==> config.mk <==
export PLATFORM = sky130hd
export DESIGN_NAME = dut_cmd_sequencer_flat
export DESIGN_NICKNAME = d
export VERILOG_FILES = /design/src/rtl/dut_cmd_sequencer_if.sv /design/src/rtl/dut_cmd_sequencer.sv /design/src/flat_wrapper.sv
export SDC_FILE = /design/constraint.sdc
export NUM_CORES = 1
export LEC_CHECK = 0
export ABC_CLOCK_PERIOD_IN_PS = 6430
export CORE_MARGIN = 3
export CORE_UTILIZATION = 50
export DETAILED_ROUTE_END_ITERATION = 8
export GPL_TIMING_DRIVEN = 1
export PLACE_DENSITY = 0.8
export SLEW_MARGIN = 40
export SYNTH_ARGS = -nofsm -noshare
export SYNTH_HDL_FRONTEND = slang
export SYNTH_SLANG_ARGS = --single-unit
==> constraint.sdc <==
create_clock -name clock -period 6.43 [get_ports clock]
set_input_delay 1.6075 -clock clock [delete_from_list [all_inputs] [get_ports clock]]
set_output_delay 1.6075 -clock clock [all_outputs]
set_load 0.01 [all_outputs]
==> src/rtl/dut_cmd_sequencer_if.sv <==
// Bus bundle between the command sequencer and its surroundings: DI_FIFO read side,
// DUT response, stimulus/result FIFO status, configuration outputs and status flags.
interface dut_cmd_sequencer_if #(
    parameter int unsigned STF_WIDTH = 24,
    parameter int unsigned RTF_WIDTH = 24,
    parameter int unsigned DIF_WIDTH = 32
);
    logic [DIF_WIDTH-1:0] dififo_data;
    logic                 dififo_rdempty;
    logic                 dififo_rdreq;
    logic [RTF_WIDTH-1:0] miso_data;
    logic                 sfifo_rdempty;
    logic                 rfifo_wrfull;
    logic                 stim_en;
    logic [STF_WIDTH-1:0] mux_config;
    logic [STF_WIDTH-1:0] trigger_mask;
    logic                 busy;
    logic                 trig_timeout;
    logic                 bad_cmd;
    logic                 clr_status;

    // Sequencer side
    modport master (
        input  dififo_data, dififo_rdempty, miso_data, sfifo_rdempty, rfifo_wrfull, clr_status,
        output dififo_rdreq, stim_en, mux_config, trigger_mask, busy, trig_timeout, bad_cmd
    );

    // Environment side
    modport slave (
        output dififo_data, dififo_rdempty, miso_data, sfifo_rdempty, rfifo_wrfull, clr_status,
        input  dififo_rdreq, stim_en, mux_config, trigger_mask, busy, trig_timeout, bad_cmd
    );
endinterface

==> src/rtl/dut_cmd_sequencer.sv <==
// Command sequencer: pops command words from DI_FIFO, configures the pin mux and
// trigger mask, times delays, waits for DUT triggers and meters stimulus vectors.
module dut_cmd_sequencer #(
    parameter int unsigned STF_WIDTH = 24,
    parameter int unsigned RTF_WIDTH = 24,
    parameter int unsigned REQ_WIDTH = 3,
    parameter int unsigned CMD_WIDTH = 5,
    parameter int unsigned CNT_WIDTH = 16,
    parameter int unsigned DIF_WIDTH = REQ_WIDTH + CMD_WIDTH + STF_WIDTH
) (
    input logic                  clock,
    input logic                  reset_n,
    dut_cmd_sequencer_if.master  io_bus
);
    localparam int unsigned OP_WIDTH = REQ_WIDTH + CMD_WIDTH;

    localparam logic [OP_WIDTH-1:0] OP_NOP       = OP_WIDTH'(0);
    localparam logic [OP_WIDTH-1:0] OP_SETUP_MUX = OP_WIDTH'(1);
    localparam logic [OP_WIDTH-1:0] OP_DELAY     = OP_WIDTH'(2);
    localparam logic [OP_WIDTH-1:0] OP_TRGMASK   = OP_WIDTH'(3);
    localparam logic [OP_WIDTH-1:0] OP_WAIT_TRIG = OP_WIDTH'(4);
    localparam logic [OP_WIDTH-1:0] OP_RUN       = OP_WIDTH'(5);

    typedef enum logic [2:0] {
        StIdle,
        StReadCmd,
        StDelay,
        StWaitTrig,
        StRun
    } state_e;

    state_e               r_state;
    // Shared counter: DELAY/RUN count down from N, WAIT_TRIG counts up from 0
    logic [CNT_WIDTH-1:0] r_cnt;
    // Timeout limit captured at decode; the FIFO word may change once we leave READ_CMD
    logic [CNT_WIDTH-1:0] r_arg;
    logic [STF_WIDTH-1:0] r_mux_config;
    logic [STF_WIDTH-1:0] r_trigger_mask;
    logic                 r_trig_timeout;
    logic                 r_bad_cmd;

    logic [OP_WIDTH-1:0]  w_opcode;
    logic [STF_WIDTH-1:0] w_arg;
    logic [CNT_WIDTH-1:0] w_arg_cnt;
    logic                 w_pop;
    logic                 w_hit;
    logic                 w_expire;
    logic                 w_stim_en;
    logic                 w_set_bad;
    logic                 w_set_timeout;

    assign w_opcode  = io_bus.dififo_data[DIF_WIDTH-1 -: OP_WIDTH];
    assign w_arg     = io_bus.dififo_data[STF_WIDTH-1:0];
    assign w_arg_cnt = w_arg[CNT_WIDTH-1:0];

    // reset_n gates the combinational strobes so nothing leaks out while reset is held
    assign w_pop     = reset_n && (r_state == StIdle) && !io_bus.dififo_rdempty;
    assign w_stim_en = reset_n && (r_state == StRun) && !io_bus.sfifo_rdempty
                       && !io_bus.rfifo_wrfull;
    assign w_hit     = |(io_bus.miso_data & r_trigger_mask[RTF_WIDTH-1:0]);
    // arg==0 never expires (wait forever)
    assign w_expire  = (r_arg != '0) && (r_cnt == (r_arg - CNT_WIDTH'(1)));

    // Flag set conditions: bad opcode or WAIT_TRIG with nothing to trigger on; timeout loses to hit
    always_comb begin
        w_set_bad     = 1'b0;
        w_set_timeout = (r_state == StWaitTrig) && !w_hit && w_expire;
        if (r_state == StReadCmd) begin
            case (w_opcode)
                OP_NOP, OP_SETUP_MUX, OP_DELAY, OP_TRGMASK, OP_RUN: w_set_bad = 1'b0;
                OP_WAIT_TRIG: w_set_bad = (r_trigger_mask == '0);
                default:      w_set_bad = 1'b1;
            endcase
        end
    end

    // Command FSM with registered configuration outputs and sticky status flags
    always_ff @(posedge clock) begin
        if (!reset_n) begin
            r_state        <= StIdle;
            r_cnt          <= '0;
            r_arg          <= '0;
            r_mux_config   <= '0;
            r_trigger_mask <= '0;
            r_trig_timeout <= 1'b0;
            r_bad_cmd      <= 1'b0;
        end else begin
            unique case (r_state)
                StIdle: begin
                    if (w_pop) r_state <= StReadCmd;
                end
                StReadCmd: begin
                    r_state <= StIdle;
                    r_arg   <= w_arg_cnt;
                    case (w_opcode)
                        OP_SETUP_MUX: r_mux_config <= w_arg;
                        OP_DELAY: begin
                            r_cnt <= w_arg_cnt;
                            if (w_arg_cnt != '0) r_state <= StDelay;
                        end
                        OP_TRGMASK: r_trigger_mask <= w_arg;
                        OP_WAIT_TRIG: begin
                            r_cnt <= '0;
                            if (r_trigger_mask != '0) r_state <= StWaitTrig;
                        end
                        OP_RUN: begin
                            r_cnt <= w_arg_cnt;
                            if (w_arg_cnt != '0) r_state <= StRun;
                        end
                        default: r_state <= StIdle;
                    endcase
                end
                StDelay: begin
                    r_cnt <= r_cnt - CNT_WIDTH'(1);
                    if (r_cnt == CNT_WIDTH'(1)) r_state <= StIdle;
                end
                StWaitTrig: begin
                    if (w_hit || w_expire) begin
                        r_state <= StIdle;
                    end else begin
                        r_cnt <= r_cnt + CNT_WIDTH'(1);
                    end
                end
                StRun: begin
                    // Stalls simply hold; only granted vectors consume the count
                    if (w_stim_en) begin
                        r_cnt <= r_cnt - CNT_WIDTH'(1);
                        if (r_cnt == CNT_WIDTH'(1)) r_state <= StIdle;
                    end
                end
                default: r_state <= StIdle;
            endcase

            // Set beats a coincident clear
            if (w_set_bad) begin
                r_bad_cmd <= 1'b1;
            end else if (io_bus.clr_status) begin
                r_bad_cmd <= 1'b0;
            end
            if (w_set_timeout) begin
                r_trig_timeout <= 1'b1;
            end else if (io_bus.clr_status) begin
                r_trig_timeout <= 1'b0;
            end
        end
    end

    assign io_bus.dififo_rdreq = w_pop;
    assign io_bus.stim_en      = w_stim_en;
    assign io_bus.mux_config   = r_mux_config;
    assign io_bus.trigger_mask = r_trigger_mask;
    assign io_bus.busy         = (r_state != StIdle);
    assign io_bus.trig_timeout = r_trig_timeout;
    assign io_bus.bad_cmd      = r_bad_cmd;

endmodule
==> src/flat_wrapper.sv <==
// flat-port wrapper written by rule: the top's interface ports become plain ports
module dut_cmd_sequencer_flat 
#(
    parameter int unsigned STF_WIDTH = 24,
    parameter int unsigned RTF_WIDTH = 24,
    parameter int unsigned REQ_WIDTH = 3,
    parameter int unsigned CMD_WIDTH = 5,
    parameter int unsigned CNT_WIDTH = 16,
    parameter int unsigned DIF_WIDTH = REQ_WIDTH + CMD_WIDTH + STF_WIDTH
)
  (clock, reset_n, io_bus_dififo_data, io_bus_dififo_rdempty, io_bus_miso_data, io_bus_sfifo_rdempty, io_bus_rfifo_wrfull, io_bus_clr_status, io_bus_dififo_rdreq, io_bus_stim_en, io_bus_mux_config, io_bus_trigger_mask, io_bus_busy, io_bus_trig_timeout, io_bus_bad_cmd);
  dut_cmd_sequencer_if #(.STF_WIDTH(STF_WIDTH), .RTF_WIDTH(RTF_WIDTH), .DIF_WIDTH(DIF_WIDTH)) io_bus_i ();
  input logic clock;
  input logic reset_n;
  input wire logic [$bits(io_bus_i.dififo_data)-1:0] io_bus_dififo_data;
  input wire logic [$bits(io_bus_i.dififo_rdempty)-1:0] io_bus_dififo_rdempty;
  input wire logic [$bits(io_bus_i.miso_data)-1:0] io_bus_miso_data;
  input wire logic [$bits(io_bus_i.sfifo_rdempty)-1:0] io_bus_sfifo_rdempty;
  input wire logic [$bits(io_bus_i.rfifo_wrfull)-1:0] io_bus_rfifo_wrfull;
  input wire logic [$bits(io_bus_i.clr_status)-1:0] io_bus_clr_status;
  output wire logic [$bits(io_bus_i.dififo_rdreq)-1:0] io_bus_dififo_rdreq;
  output wire logic [$bits(io_bus_i.stim_en)-1:0] io_bus_stim_en;
  output wire logic [$bits(io_bus_i.mux_config)-1:0] io_bus_mux_config;
  output wire logic [$bits(io_bus_i.trigger_mask)-1:0] io_bus_trigger_mask;
  output wire logic [$bits(io_bus_i.busy)-1:0] io_bus_busy;
  output wire logic [$bits(io_bus_i.trig_timeout)-1:0] io_bus_trig_timeout;
  output wire logic [$bits(io_bus_i.bad_cmd)-1:0] io_bus_bad_cmd;
  assign io_bus_i.dififo_data = io_bus_dififo_data;
  assign io_bus_i.dififo_rdempty = io_bus_dififo_rdempty;
  assign io_bus_i.miso_data = io_bus_miso_data;
  assign io_bus_i.sfifo_rdempty = io_bus_sfifo_rdempty;
  assign io_bus_i.rfifo_wrfull = io_bus_rfifo_wrfull;
  assign io_bus_i.clr_status = io_bus_clr_status;
  assign io_bus_dififo_rdreq = io_bus_i.dififo_rdreq;
  assign io_bus_stim_en = io_bus_i.stim_en;
  assign io_bus_mux_config = io_bus_i.mux_config;
  assign io_bus_trigger_mask = io_bus_i.trigger_mask;
  assign io_bus_busy = io_bus_i.busy;
  assign io_bus_trig_timeout = io_bus_i.trig_timeout;
  assign io_bus_bad_cmd = io_bus_i.bad_cmd;
  dut_cmd_sequencer #(.STF_WIDTH(STF_WIDTH), .RTF_WIDTH(RTF_WIDTH), .REQ_WIDTH(REQ_WIDTH), .CMD_WIDTH(CMD_WIDTH), .CNT_WIDTH(CNT_WIDTH), .DIF_WIDTH(DIF_WIDTH)) u_core (.clock(clock), .reset_n(reset_n), .io_bus(io_bus_i));
endmodule
# Yosys cells after proc, flatten, opt, wreduce, memory -nomap -nowiden
# Cells that the tools add are included.
totals:
  reg_bits: 85
  in_bits: 62
  elab_cells: 75
op_classes:
  add_sub_neg: 3
  n_eq_ne: 16
  n_mux: 18
  bitwise_logic: 1
  reduce_logical: 30
ops:
  columns: ["cell", "count"]
  rows:
  - ["case mux 16 bit (4 select lines)", 1]
  - ["two-way mux 16 bit", 2]
  - ["case mux 16 bit (2 select lines)", 1]
  - ["nonzero test 16 bit", 2]
  - ["subtractor 16 x 1 -> 16 bit (second input constant)", 2]
  - ["bitwise AND 24 bit", 1]
  - ["logical NOT 24 bit", 1]
  - ["nonzero test 24 bit", 1]
  - ["OR reduction 24 bit", 1]
  - ["adder 16 x 1 -> 16 bit (second input constant)", 1]
  - ["== test 16 x 1 -> 1 bit (second input constant)", 1]
  - ["== test 16 bit", 1]
  - ["== test 8 x 2 -> 1 bit (second input constant)", 2]
  - ["== test 8 x 3 -> 1 bit (second input constant)", 2]
  - ["two-way mux 3 bit", 5]
  - ["case mux 3 bit (5 select lines)", 1]
  - ["case mux 3 bit (3 select lines)", 1]
  - ["== test 8 x 1 -> 1 bit (second input constant)", 1]
  - ["logical AND 1 bit", 8]
  - ["logical NOT 8 bit", 1]
  - ["!= test 2 bit (second input constant)", 4]
  - ["== test 3 x 2 -> 1 bit (second input constant)", 2]
  - ["OR reduction 5 bit", 1]
  - ["logical NOT 1 bit", 4]
  - ["other kinds (15)", 21]

# Longest topological paths before layout
logic_depth:
  depth_word: 6
  mapped_depth: 11

# Worst setup path before layout
# Ideal clock, no wire load.
synth_timing:
  kind: "input to output"
  startpoint: "input port io_bus_sfifo_rdempty"
  endpoint: "output port io_bus_stim_en"
  t_arrival_ns: 2.189
  t_required_ns: 4.822
  path_slack_ns: 2.634
  path_stages: 2
  cell_sequence: "nor4bb_1 > and2_1"
synth_between:
  elab_chain_cells: 3
synth_lines:
  columns: ["element", "line", "rtl"]
  rows:
  - ["start: declaration", "flat_wrapper.sv:18", "input wire logic [$bits(io_bus_i.sfifo_rdempty)-1:0] io_bus_sfifo_rdempty;"]
  - ["logical NOT 1 bit", "dut_cmd_sequencer.sv:58", "assign w_stim_en = reset_n && (r_state == StRun) && !io_bus.sfifo_rdempty"]
  - ["logical AND 1 bit", "dut_cmd_sequencer.sv:58", null]
  - ["logical AND 1 bit", "dut_cmd_sequencer.sv:59", "&& !io_bus.rfifo_wrfull;"]
  - ["end: declaration", "flat_wrapper.sv:22", "output wire logic [$bits(io_bus_i.stim_en)-1:0] io_bus_stim_en;"]
# Every way passes these cells.

# Worst setup path in the final report
# Same ends and word-level chain as after synthesis.

==> results.md <==
* Initial Util at 52.5%
* R2r setup slk at 2700 ps
* Final critical-path share of the clock period at 75.1%
* Register-to-Register Path Depth at 10
* Reg2reg end: u_core.r_cnt[15]
* Antenna violations before repair at 0
* Post-Route M1 WL at 7.12 mm
* Max Clock Freq at 207 MHz
* Sequential area share after synthesis at 34.4%
* Slew Limit Fails at 0
* Worst reg2reg path startpoint: u_core.r_arg[0]
* WL/cell at 18.9 microns
* DR WL met3 at 1.51 mm
* Clk_lat worst skew at 370 ps
* IO Count at 115
* Hold endpoint: u_core.io_bus.mux_config[7]
* Synth async-reset ratio at 0%
* Routed wire length at 16.4 mm
* Main flop type after synthesis: dfxtp_1
* Min-Delay Path Class: reg -> reg
* ANT nets after route at 0
* First-pass GRT wire length at 25.9 mm
* Syn Area/Cell at 7.64 sq um
* Mapped Nets at 713
* Clock net sink count at 85
* Cell area after synthesis at 4940 sq um
* Synth-to-layout area growth at 28.1%
* Post-synthesis mux area share at 0.203%
* Area of the core at 9420 sq um
* Full die area at 11,100 sq um
* # setup viols final at 0
* Synth unique cells at 63
* Share of cells above drive strength 1 at 5.97%
* Simple-Gate Fraction of Synth Area at 29.1%
* Top sig layer: met4
* Most frequent cells in the layout: 155 x nand2_1, 113 x clkdlybuf4s50_1, 85 x dfxtp_1
* RePlAce Congestion at 0.966
* Status: finished clean
* RSZ-0062 raised after global routing: no
* WP data arrival at 3220 ps
* Post-CTS sizing at 0
* PortBufs at 114
* Die span in x at 105 microns
* Via Count at 5,211
* Final antenna diode count at 0
* CTS tree: yes
* Total CTS buffers at 9
* Post-synthesis adder-cell area fraction at 1.01%
* Final Non-Filler Cells at 866
* TritonRoute pass-1 iters at 5
* Synth warn at 0
* Pin count of the biggest net entering global routing at 88
* Die extent in y at 105 microns
* Vias in the first global route at 4,937
* Clk buf depth at 2
* Wire length on met2 at 7.45 mm
* Total of max-cap violations at 0
* Hold Path Depth at 2
* Post-layout nets at 798
* Worst setup SP type: input pin
* WS Path Type: in -> out
* CP max FO at 3
* Fin. Hold Viols at 0
* PD cells at 172 nW/um^2
* GRT overflow at 0
* Most common cell after layout, fill and taps aside: nand2_1
* Slew @ Worst Pin at 799 ps
* Vias per std cell at 6.02
* Slew margin rel. at 46.6%
* Final Skew at 13.0 ps
* DRC at 0
* Post-synth EDFFs at 0
* Syn Inst Count at 647
* VDD IR max at 111 uV
* Post-CTS Repair Setup Buffers at 0
* #FFs+latches synth at 85
* DRT iter0 DRCs at 375
* Setup TNS Final at 0 ps
* Post-DP HPWL at 11.8 mm
* Post-Synth XOR/XNOR Area at 4.96%
* Crit. End Element: primary output
* Synth Area in Compound Gates at 25.7%
* Placed cell count at 850
* Root Driver: clkbuf_8
* Site row count at 35
* Largest family of logic cells by synthesized area: simple AND/OR/NAND/NOR gates
* GRT Util Overall at 28.9%
* Clock slew at reported path FFs at 110 ps
* CTS Hold Buffers Added at 0
* Htree depth at 3
* Critical Path RT at 4820 ps
* Pleak at 2.10 nW
* Final min period at 4830 ps
* Critical hold path startpoint: u_core.io_bus.mux_config[7]
[worst max-delay path by stage]
stage,start,endpoint,slack [ps],cells past startpoint
finish,io_bus_sfifo_rdempty,io_bus_stim_en,1600,4
global route,io_bus_rfifo_wrfull,io_bus_stim_en,1550,4
CTS,io_bus_sfifo_rdempty,io_bus_stim_en,1600,4
detailed placement,io_bus_sfifo_rdempty,io_bus_stim_en,1610,4
global placement,io_bus_sfifo_rdempty,io_bus_stim_en,1700,4
floorplan,io_bus_sfifo_rdempty,io_bus_stim_en,2630,2
[layout make-up]
| type | instances | area, sq um |
|---|---|---|
| sequential | 85 | 1700 |
| tap | 129 | 161 |
| multi-input combinational | 506 | 3050 |
| clock inverter | 7 | 76.3 |
| timing repair buffer | 120 | 1180 |
| inverter | 10 | 37.5 |
| clock buffer | 9 | 124 |
| fill | 788 | 3080 |
[through the flow]
step | hold slack (ps) | setup slack, ps | cell area, sq um | power [mW] | util (%)
global placement | 450 | 1700 | 6110 | 0.708 | 64.9
detailed placement | 466 | 1610 | 6130 | 0.710 | 65.1
finish | 475 | 1600 | 6330 | 1.09 | 67.2
global route | 492 | 1550 | 6330 | 1.13 | 67.2
floorplan | 468 | 2630 | 4940 | 0.636 | -
CTS | 483 | 1600 | 6330 | 1.09 | 67.2
[power by group]
part	internal (mW)	total (mW)	switching [mW]
Sequential	0.532	0.542	0.00963
Clock	0.155	0.390	0.236
Combinational	0.0777	0.159	0.0815
[routing by layer]
| layer | vias up | track usage, % |
|---|---|---|
| li1 | 2478 | - |
| met1 | 2464 | 39.8 |
| met2 | 241 | 44.5 |
| met3 | 28 | 7.29 |
| met4 | 0 | 8.53 |
| met5 | - | 0 |
[cells by family after synthesis]
| kind of cell | after synthesis |
|---|---|
| multiplexers | 1 |
| flip-flops | 85 |
| buffers and inverters | 56 |
| XOR/XNOR | 28 |
| AND/OR/NAND/NOR | 303 |
| adder cells (fa/ha/maj) | 4 |
| AO/OA/AOI/OAI | 170 |
[registers in the layout, summed over array words and instances, names as in the netlist]
| name | count |
|---|---|
| u_core.r_arg | 16 |
| u_core.io_bus.trigger_mask | 24 |
| u_core.r_state | 3 |
| u_core.r_cnt | 16 |
| u_core.io_bus.trig_timeout | 1 |
| u_core.io_bus.mux_config | 24 |
| u_core.io_bus.bad_cmd | 1 |
[critical path: stages]
cell,delay [ps]
clkdlybuf4s50_1,400
nor4bb_1,470
and2_1,200
clkdlybuf4s50_1,530
[cell usage after synthesis, drive strengths merged (3+ instances only)]
master | count | area [sq um]
o31ai | 3 | 41.3
nand3 | 14 | 70.1
xor2 | 6 | 52.6
a31oi | 9 | 56.3
o221a | 3 | 33.8
o221ai | 4 | 35.0
o22ai | 4 | 25.0
nor4 | 21 | 150
or2 | 3 | 18.8
or4 | 3 | 30.0
nand2 | 155 | 582
a22oi | 14 | 105
clkbuf | 40 | 151
o211ai | 7 | 52.6
o21ai | 14 | 70.1
and3 | 4 | 25.0
buf | 6 | 37.5
o21a | 6 | 45.0
xnor2 | 22 | 193
nand2b | 7 | 43.8
nand4 | 13 | 81.3
dfxtp | 85 | 1700
nor3 | 21 | 105
or3 | 4 | 25.0
nor2 | 34 | 128
and2 | 5 | 31.3
a21oi | 17 | 85.1
a221o | 3 | 30.0
ha | 4 | 50.1
nor2b | 8 | 50.1
inv | 10 | 37.5
a21boi | 64 | 480
a221oi | 7 | 61.3
No activity file was read; power rests on OpenSTA's default activity.
